File: src/rtl/simmem_pkg.sv
// Shared sizing and types for the simulated-memory response path.
// Slot identifiers index the write-response delay bank.
package simmem_pkg;

  localparam int WriteRespBankTotalCapacity = 16;
  localparam int NumSlots = WriteRespBankTotalCapacity;
  localparam int SlotIdWidth = $clog2(NumSlots);

  typedef logic [SlotIdWidth-1:0] slot_id_t;
  typedef logic [NumSlots-1:0] slot_mask_t;

endpackage

File: src/rtl/simmem_rr_arbiter.sv
// Combinational round-robin arbiter: request vector + start pointer
// to onehot grant, grant index and grant-valid.
module simmem_rr_arbiter #(
  parameter int N = 4,
  localparam int W = $clog2(N)
) (
  input  logic [N-1:0] req_i,
  input  logic [W-1:0] ptr_i,
  output logic [N-1:0] gnt_o,
  output logic [W-1:0] idx_o,
  output logic         valid_o
);

  logic [W-1:0] cand;

  // Scan offsets high to low so the smallest offset from ptr wins.
  always_comb begin
    idx_o   = '0;
    valid_o = 1'b0;
    cand    = '0;
    for (int k = N - 1; k >= 0; k--) begin
      cand = ptr_i + W'(k);
      if (req_i[cand]) begin
        valid_o = 1'b1;
        idx_o   = cand;
      end
    end
  end

  assign gnt_o = valid_o ? (N'(1) << idx_o) : '0;

endmodule

File: src/rtl/simmem_delay_release_scheduler.sv
// Write-response delay bank scheduler: slot allocation, round-robin
// release arbitration and a one-entry registered output stage.
module simmem_delay_release_scheduler #(
  parameter int NumSlots = simmem_pkg::WriteRespBankTotalCapacity,
  localparam int SlotIdWidth = $clog2(NumSlots)
) (
  input  logic                   clk_i,
  input  logic                   rst_ni,
  input  logic                   alloc_valid_i,
  output logic                   alloc_ready_o,
  output logic [SlotIdWidth-1:0] alloc_id_o,
  input  logic [NumSlots-1:0]    release_en_i,
  output logic [NumSlots-1:0]    address_released_onehot_o,
  output logic                   out_valid_o,
  input  logic                   out_ready_i,
  output logic [SlotIdWidth-1:0] out_id_o,
  output logic [SlotIdWidth:0]   occupancy_o
);

  logic [NumSlots-1:0]    in_use_q;
  logic [SlotIdWidth-1:0] rr_ptr_q;
  logic [NumSlots-1:0]    pending;
  logic [NumSlots-1:0]    eligible;
  logic [NumSlots-1:0]    gnt_oh;
  logic [SlotIdWidth-1:0] gnt_idx;
  logic                   gnt_valid;
  logic                   alloc_fire;
  logic                   out_fire;
  logic                   load;

  assign alloc_ready_o = |(~in_use_q);

  always_comb begin
    alloc_id_o = '0;
    for (int i = NumSlots - 1; i >= 0; i--) begin
      if (!in_use_q[i]) alloc_id_o = SlotIdWidth'(i);
    end
  end

  // The entry sitting in the output stage must not be granted twice.
  assign pending  = out_valid_o ? (NumSlots'(1) << out_id_o) : '0;
  assign eligible = release_en_i & in_use_q & ~pending;

  simmem_rr_arbiter #(
    .N(NumSlots)
  ) u_arb (
    .req_i  (eligible),
    .ptr_i  (rr_ptr_q),
    .gnt_o  (gnt_oh),
    .idx_o  (gnt_idx),
    .valid_o(gnt_valid)
  );

  assign alloc_fire = alloc_valid_i & alloc_ready_o;
  assign out_fire   = out_valid_o & out_ready_i;
  assign load       = ~out_valid_o | out_fire;

  assign address_released_onehot_o =
    (load & gnt_valid) ? gnt_oh : '0;

  always_ff @(posedge clk_i or negedge rst_ni) begin
    if (!rst_ni) begin
      in_use_q    <= '0;
      rr_ptr_q    <= '0;
      out_valid_o <= 1'b0;
      out_id_o    <= '0;
      occupancy_o <= '0;
    end else begin
      for (int i = 0; i < NumSlots; i++) begin
        if (out_fire && out_id_o == SlotIdWidth'(i))
          in_use_q[i] <= 1'b0;
        else if (alloc_fire && alloc_id_o == SlotIdWidth'(i))
          in_use_q[i] <= 1'b1;
      end
      occupancy_o <= occupancy_o
                   + (SlotIdWidth + 1)'(alloc_fire)
                   - (SlotIdWidth + 1)'(out_fire);
      if (load) begin
        if (gnt_valid) begin
          out_valid_o <= 1'b1;
          out_id_o    <= gnt_idx;
          rr_ptr_q    <= gnt_idx + SlotIdWidth'(1);
        end else begin
          out_valid_o <= 1'b0;
        end
      end
    end
  end

  a_release_in_use : assert property (
    @(posedge clk_i) disable iff (!rst_ni)
    (release_en_i & ~in_use_q) == '0);

  a_ack_onehot0 : assert property (
    @(posedge clk_i) disable iff (!rst_ni)
    $onehot0(address_released_onehot_o));

  a_occ_count : assert property (
    @(posedge clk_i) disable iff (!rst_ni)
    occupancy_o == (SlotIdWidth + 1)'($countones(in_use_q)));

endmodule
File: config.mk
export PLATFORM = sky130hd
export DESIGN_NAME = simmem_delay_release_scheduler
export DESIGN_NICKNAME = d
export VERILOG_FILES = /design/src/rtl/simmem_pkg.sv /design/src/rtl/simmem_rr_arbiter.sv /design/src/rtl/simmem_delay_release_scheduler.sv
export SDC_FILE = /design/constraint.sdc
export NUM_CORES = 1
export LEC_CHECK = 0
export ABC_AREA = 1
export ABC_CLOCK_PERIOD_IN_PS = 3600
export CAP_MARGIN = 20
export CORE_MARGIN = 2
export CORE_UTILIZATION = 28
export DETAILED_ROUTE_END_ITERATION = 8
export GPL_TIMING_DRIVEN = 0
export RECOVER_POWER = 100
export SYNTH_ARGS = -nofsm -noshare
export SYNTH_HDL_FRONTEND = slang
export SYNTH_SLANG_ARGS = --single-unit
File: constraint.sdc
create_clock -name clk_i -period 3.6 [get_ports clk_i]
set_clock_uncertainty 0.15 [all_clocks]
set_input_delay 0.54 -clock clk_i [delete_from_list [all_inputs] [get_ports clk_i]]
set_output_delay 0.54 -clock clk_i [all_outputs]
set_load 0.1 [all_outputs]
After elaboration in Yosys (flattened, before gate mapping):

Index checks and enable logic that the tools add are counted.

* bits in registers: 30
* input port bits: 20
* output and inout port bits: 31
* logic and storage cells: 263

* $add $sub $neg: 18
* $lt $le $gt $ge: 16
* equal/unequal tests: 30
* shifts and indexed selects: 2
* mux-type cells: 116
* bitwise operators: 9
* reductions and logical operators: 52

Operators with widths (number)
* 4-bit two-way mux: 32
* 4-bit by 5-bit < comparator with 1-bit output, second input constant: 16
* 1-bit two-way mux: 65
* 1-bit binary-select mux with 4-bit select: 16
* 4-bit == test, second input constant: 16
* 16-bit two-way mux: 3
* 4-bit adder, second input constant: 8
* 16-bit bitwise AND: 2
* 4-bit by 3-bit == test with 1-bit output, second input constant: 8
* 1-bit logical AND: 32
* 16-bit inverter: 2
* 2-bit nonzero test: 16
* 1-bit by 4-bit << shifter with 16-bit output, first input constant: 2
* 4-bit by 3-bit adder with 4-bit output, second input constant: 4
* 4-bit by 2-bit == test with 1-bit output, second input constant: 4
* 16-bit OR reduction: 1
* 4-bit by 1-bit adder with 4-bit output, second input constant: 2
* 4-bit by 2-bit adder with 4-bit output, second input constant: 2
* 4-bit by 1-bit == test with 1-bit output, second input constant: 2
* 4-bit logical NOT: 2
* 5-bit by 1-bit adder with 5-bit output: 1
* 5-bit by 1-bit subtractor with 5-bit output: 1
* 1-bit bitwise AND: 3
* 2-bit AND reduction: 1
* other kinds (2): 2

Longest topological paths before layout:

* depth in word-level cells: 25
* mapped depth: 33
* gate-level depth less buffers: 32

By module:

A second synthesis with hierarchy kept.

* cells, all modules: 699
* area, all modules: 4066.4 um^2

Modules (own cells, without submodules)
* simmem_delay_release_scheduler: instances 1, cells each 292, area each 2049.5 um^2, seq. area each 750.7 um^2
* simmem_rr_arbiter: instances 1, cells each 407, area each 2016.9 um^2, seq. area each 0.0 um^2

Worst setup path before layout:

Ideal clock, no wire load.

* path kind: reg-to-output
* start point: register out_id_o[2]
* end point: output port address_released_onehot_o[15]
* arrival: 4.498 ns
* data required time: 2.910 ns
* slack: -1.588 ns
* stages on the path, launching flop included: 33
* buffers on the path: 0
* path through: dfrtp_1 > inv_1 > nor2_4 > nand3_1 > nand3_1 > nand3_1 > nand2_1 > nand2_1 > nand3_2 > nand2_4 > clkinv_2 > nand2_1 > nand2_1 > nand2_1 > nand2_1 > nand2_1 > nand2_1 > nand2_1 > nand2_1 > nand2_1 > nand2_1 > nand2_1 > nand2_1 > nand2_1 > nand2_1 > nand2_1 > nand2_1 > nand2_2 > inv_1 > ha_1 > ha_1 > inv_1 > nor2_1

* word-level cells in the longest chain between the ends: 25
* elaborated cells between the ends (all ways): 72
* those cells by class: shift (2); mux (67); bitwise (3)

Ends and longest elaborated chain
* from (decl): RTL line simmem_delay_release_scheduler.sv:16 `output logic [SlotIdWidth-1:0] out_id_o,`
* from (signal assigned): RTL line simmem_delay_release_scheduler.sv:81 `out_id_o <= gnt_idx;`
* 1-bit by 4-bit << shifter with 16-bit output (*): RTL line simmem_delay_release_scheduler.sv:41 `assign pending = out_valid_o ? (NumSlots'(1) << out_id_o) : '0;`
* 16-bit two-way mux (*): RTL line simmem_delay_release_scheduler.sv:41
* 16-bit inverter (*): RTL line simmem_delay_release_scheduler.sv:42 `assign eligible = release_en_i & in_use_q & ~pending;`
* 16-bit bitwise AND (*): RTL line simmem_delay_release_scheduler.sv:42
* 1-bit binary-select mux with 4-bit select: RTL line simmem_rr_arbiter.sv:23 `if (req_i[cand]) begin`
* 1-bit two-way mux (implied by the code): RTL line simmem_rr_arbiter.sv:23
* 4-bit two-way mux (15 in a row): RTL line simmem_rr_arbiter.sv:23
* 4-bit two-way mux (*): RTL line simmem_rr_arbiter.sv:23
* named net gnt_idx[0]: RTL line simmem_delay_release_scheduler.sv:25 `logic [SlotIdWidth-1:0] gnt_idx;`
* 1-bit by 4-bit << shifter with 16-bit output (*): RTL line simmem_rr_arbiter.sv:30 `assign gnt_o = valid_o ? (N'(1) << idx_o) : '0;`
* 16-bit two-way mux (*): RTL line simmem_rr_arbiter.sv:30
* 16-bit two-way mux (*): RTL line simmem_delay_release_scheduler.sv:59 `(load & gnt_valid) ? gnt_oh : '0;`
* to (decl): RTL line simmem_delay_release_scheduler.sv:13 `output logic [NumSlots-1:0] address_released_onehot_o,`

The timed path passes the listed nets; every way through them passes the cells marked *. The select of a mux whose other input is x is not followed.

Worst setup path in the final report:

* start point: register rr_ptr_q[0]
* end point: output port address_released_onehot_o[8]

* word-level cells in the longest chain between the ends: 22
* elaborated cells between the ends (all ways): 83
* those cells by class: add/sub (15); shift (1); mux (66); bitwise (1)

Ends and longest elaborated chain
* from (decl): RTL line simmem_delay_release_scheduler.sv:21 `logic [SlotIdWidth-1:0] rr_ptr_q;`
* from (signal assigned): RTL line simmem_delay_release_scheduler.sv:82 `rr_ptr_q <= gnt_idx + SlotIdWidth'(1);`
* 4-bit adder: RTL line simmem_rr_arbiter.sv:22 `cand = ptr_i + W'(k);`
* 1-bit binary-select mux with 4-bit select: RTL line simmem_rr_arbiter.sv:23
* 1-bit two-way mux (implied by the code): RTL line simmem_rr_arbiter.sv:23
* 4-bit two-way mux (16 in a row): RTL line simmem_rr_arbiter.sv:23
* 1-bit by 4-bit << shifter with 16-bit output: RTL line simmem_rr_arbiter.sv:30
* 16-bit two-way mux: RTL line simmem_rr_arbiter.sv:30
* 16-bit two-way mux (*): RTL line simmem_delay_release_scheduler.sv:59

Mark *: on every way between the ends. The rest lies on a longest branch, timed or not. The select of a mux whose other input is x is not followed.

==> results <==
- The flow ran to the end, but the final reports show violations.
- The final reports fail on max-capacitance violations, max-slew violations, negative setup slack.
- The clock tree root buffer cell is clkbuf_16.
- Routability-driven placement finished with a final weighted congestion of 0.923.
- After detailed routing, the average wire length per cell comes to 14.3 microns.
- In the global route stage, met3 resource usage came out at 3.30%.
- In this run the remaining antenna-violating nets after routing total 0.
- After detailed routing, the number of remaining DRC violations is 0.
- The worst path uses 119% of the clock period.
- The simple-gate share of the synthesized area is 46.1%.
- For the pin with the worst max-slew slack, the measured transition is 1690 ps.
- The number of setup violations in the final report is 16.
- Of the total synthesized cell area, the portion taken by XOR and XNOR cells is 2.35%.
- The number of buffers added to fix hold violations after cts is 0.
- Summing over every cut layer, the via total after detailed routing is 4,519.
- Counting the fill cells in the layout gives 1,354.
- The total count of hold-check failures in the final report is 0.
- The critical-path cell with the highest stage delay is dfrtp_1.
- The library cell used most frequently in the layout, excluding fill and tap cells, is nand2_1.
- The global routing stage identified its most utilized layer as met2.
- The synthesized net count is 679.
- The proportion of synthesized area in mux cells is 0%.
- The fraction of layout cells with a size suffix above 1 is 31.2%.
- The pin count of the biggest net entering global routing is 31.
- The first global-routing pass estimated 20.9 mm of wire.
- The DRC violation total after the first TritonRoute iteration is 314.
- The cell count after synthesis came out at 641.
- The shortest period the worst path allows is 4270 ps.
- For this run, the slowest stage of the critical path takes 410 ps.
- For met1 alone, demand over resource in global routing was 25.7%.
- The core region area is 0.0131 sq mm.
- In this run, CTS created clock tree buffers numbering 5.
- The number of slew-limit violations in the final report is 31.
- For this configuration, the core starts out at a cell density of 28.4%.
- The number of warnings issued by yosys is 0.
- The half-perimeter wire length after detailed placement is 9.55 mm.
- Global routing used 28.6% of the available met2 tracks.
- Once routing completed, OpenROAD measured the worst setup slack at -667 ps.
- TritonCTS built the clock tree.
- The data arrival time at the worst-slack endpoint is 3580 ps.
- Summing the areas of all compound-gate instances in the mapped netlist gives 12.5% of the synthesized area.
- The worst pin sits at a relative slew slack of -12.8%.
- After synthesis, the largest family of logic cells by area is simple AND/OR/NAND/NOR gates.
- The vertical die dimension is 119 microns.
- The flip-flop and latch count after synthesis is 30.
- The worst setup path is launched from a flip-flop.
- The area growth from synthesis to layout is 57.9%.
- The worst setup path is captured at an output pin.
- The number of antenna violations at the first check in global routing came to 0.
- Leaving out fill and tap cells, the most frequent cells in the layout are nand2_1, nand3_1, inv_1.
- After clock tree synthesis, the clock-pin slew on the worst setup and hold paths is 50 ps.
- The tool flagged a number of max-cap violations equal to 1.
- In this run, distinct cell masters in the synthesized netlist total 33.
- The worst hold path belongs to the class reg -> reg.
- The floorplan has 42 rows.
- CTS built an H-tree with a depth of 2.
- The share of the Yosys chip area taken by registers is 20.1%.
- The net total in the final layout is 778.
- The netlist area before placement is 0.00373 sq mm.
- Adding up every negative setup slack in the final design gives -9960 ps.
- The global-route usage over all layers is 18.2%.
- The quantity of I/O buffers inserted on ports is 50.
- Setup repair after global routing could not meet its margin everywhere.
- On the final layout, the worst hold slack is 360 ps.
- The I/O pin count is 51.
- The maximum fanout along the worst path is 11.
- The worst-skew pair later-pin latency is 280 ps.
- The via count of the first global-routing pass is 4,117.
- The wire length after detailed routing is 13.1 mm.
- At the worst endpoint, the required time is 2910 ps.
- The die covers 0.0143 sq mm.
- By startpoint and endpoint, the worst setup path is classified as reg -> out.
- Summed over all layers, the global routing overflow is 0.
- The adder-cell share of the synthesized area is 6.24%.
- The die boundary width is 119 microns.
- The first detailed-routing pass took 5 iterations.
- After detailed routing, the number of vias per cell comes to 4.93.
- Timing would allow up to 234 MHz.
- Clock tree synthesis found a total of 30 sinks.
- The count of inserted antenna diode cells is 0.
- The clock passes through at most 2 buffers.
- The average instance area after synthesis is 5.82 sq um.
- Walking the worst path, the cells encountered are inv_4 > buf_8 > buf_8 > ha_4 > buf_8 > nand3_1 > nand3_2 > nand2_2 > buf_4 > buf_4 > inv_2 > o21ai_4 > nor4_2 > nand3_1 > nor2_1 > nand4_1 > nand2_1 > inv_2 > buf_4 > nand2_8 > nor2_4 > buf_12.
==> Yosys cell counts (all sizes together) <==
cell      n  area, sq um
a21o      1         7.51
a21oi    37          185
a31o      1         8.76
a31oi     1         6.26
a32oi    14          123
buf      12         62.6
clkbuf    2         7.51
clkinv    3         12.5
dfrtp    30          751
fa        1         20.0
ha       17          213
inv     103          389
nand2   208          838
nand3   122          616
nand3b    2         22.5
nand4     2         12.5
nor2     41          189
nor3      5         25.0
nor4      3         18.8
o21a      3         22.5
o21ai    23          115
xnor2     3         26.3
xor2      7         61.3
==> per-layer routing <==
| layer | wire length, microns | vias to the layer above |
|---|---|---|
| met1 | 6130 | 2102 |
| met5 | 0 | - |
| met4 | 159 | 0 |
| li1 | - | 2281 |
| met3 | 658 | 13 |
| met2 | 6180 | 123 |
==> area by class of cell <==
class                      instances  area [sq um]  area share (%)
tap                              176           220            3.74
clock inverter                     1          30.0           0.509
inverter                         106           437            7.41
timing repair buffer              91           955            16.2
buffer                            14           150            2.55
multi-input combinational        492          3190            54.1
sequential                        30           771            13.1
clock buffer                       7           143            2.42
==> repair_timing <==
action | in CTS | in global routing
gates resized for setup | 194 | 79
gates cloned | 1 | 0
pin swaps | 9 | 48
buffers inserted | 16 | 25
setup endpoints to repair | 24 | 22
endpoints found under the hold margin | 0 | 0
==> flip-flops by register name, indices dropped and copies added (netlist names) <==
register	cells
in_use_q	16
occupancy_o	5
out_id_o	4
rr_ptr_q	4
out_valid_o	1
==> critical path, delay by kind of cell, from the launching register on <==
family	cells	cell delay [ps]
compound gates	1	80
simple gates	10	1300
flops	1	410
buf+inv	10	1200
fa+ha+maj	1	300
==> worst paths after layout <==
path | from | end | slack (ps) | cells past startpoint
min in group asynchronous | rst_ni | occupancy_o[2] | 550 | 1
max in group asynchronous | rst_ni | out_id_o[0] | 1550 | 1
max reg2reg | rr_ptr_q[0] | out_id_o[3] | 120 | 22
min reg2reg | occupancy_o[0] | occupancy_o[0] | 360 | 1
max | rr_ptr_q[0] | address_released_onehot_o[8] | -670 | 22
min | occupancy_o[0] | occupancy_o[0] | 360 | 1
==> cell families (layout without fill, tap and decap cells) <==
| group | count (synthesis) | in the layout |
|---|---|---|
| AOI/OAI and AO/OA | 80 | 80 |
| adders and majority gates | 18 | 18 |
| buffers and inverters | 120 | 219 |
| and+or+nand+nor | 383 | 384 |
| xor gates and xnor gates | 10 | 10 |
| DFF | 30 | 30 |
==> per-stage QoR <==
step | area (sq um) | std cells | util, % | worst slack (ps)
2_1_floorplan | 4030 | 641 | - | -314
5_1_grt | 5890 | 917 | 44.9 | -918
3_3_place_gp | 4750 | 867 | 36.1 | -1750
3_5_place_dp | 4740 | 867 | 36.1 | -1710
6_report | 5890 | 917 | 44.9 | -667
4_1_cts | 5400 | 892 | 41.1 | -622
Power is not shown: default switching activity piles up to over one toggle a cycle in this logic, so the estimate is an artifact.
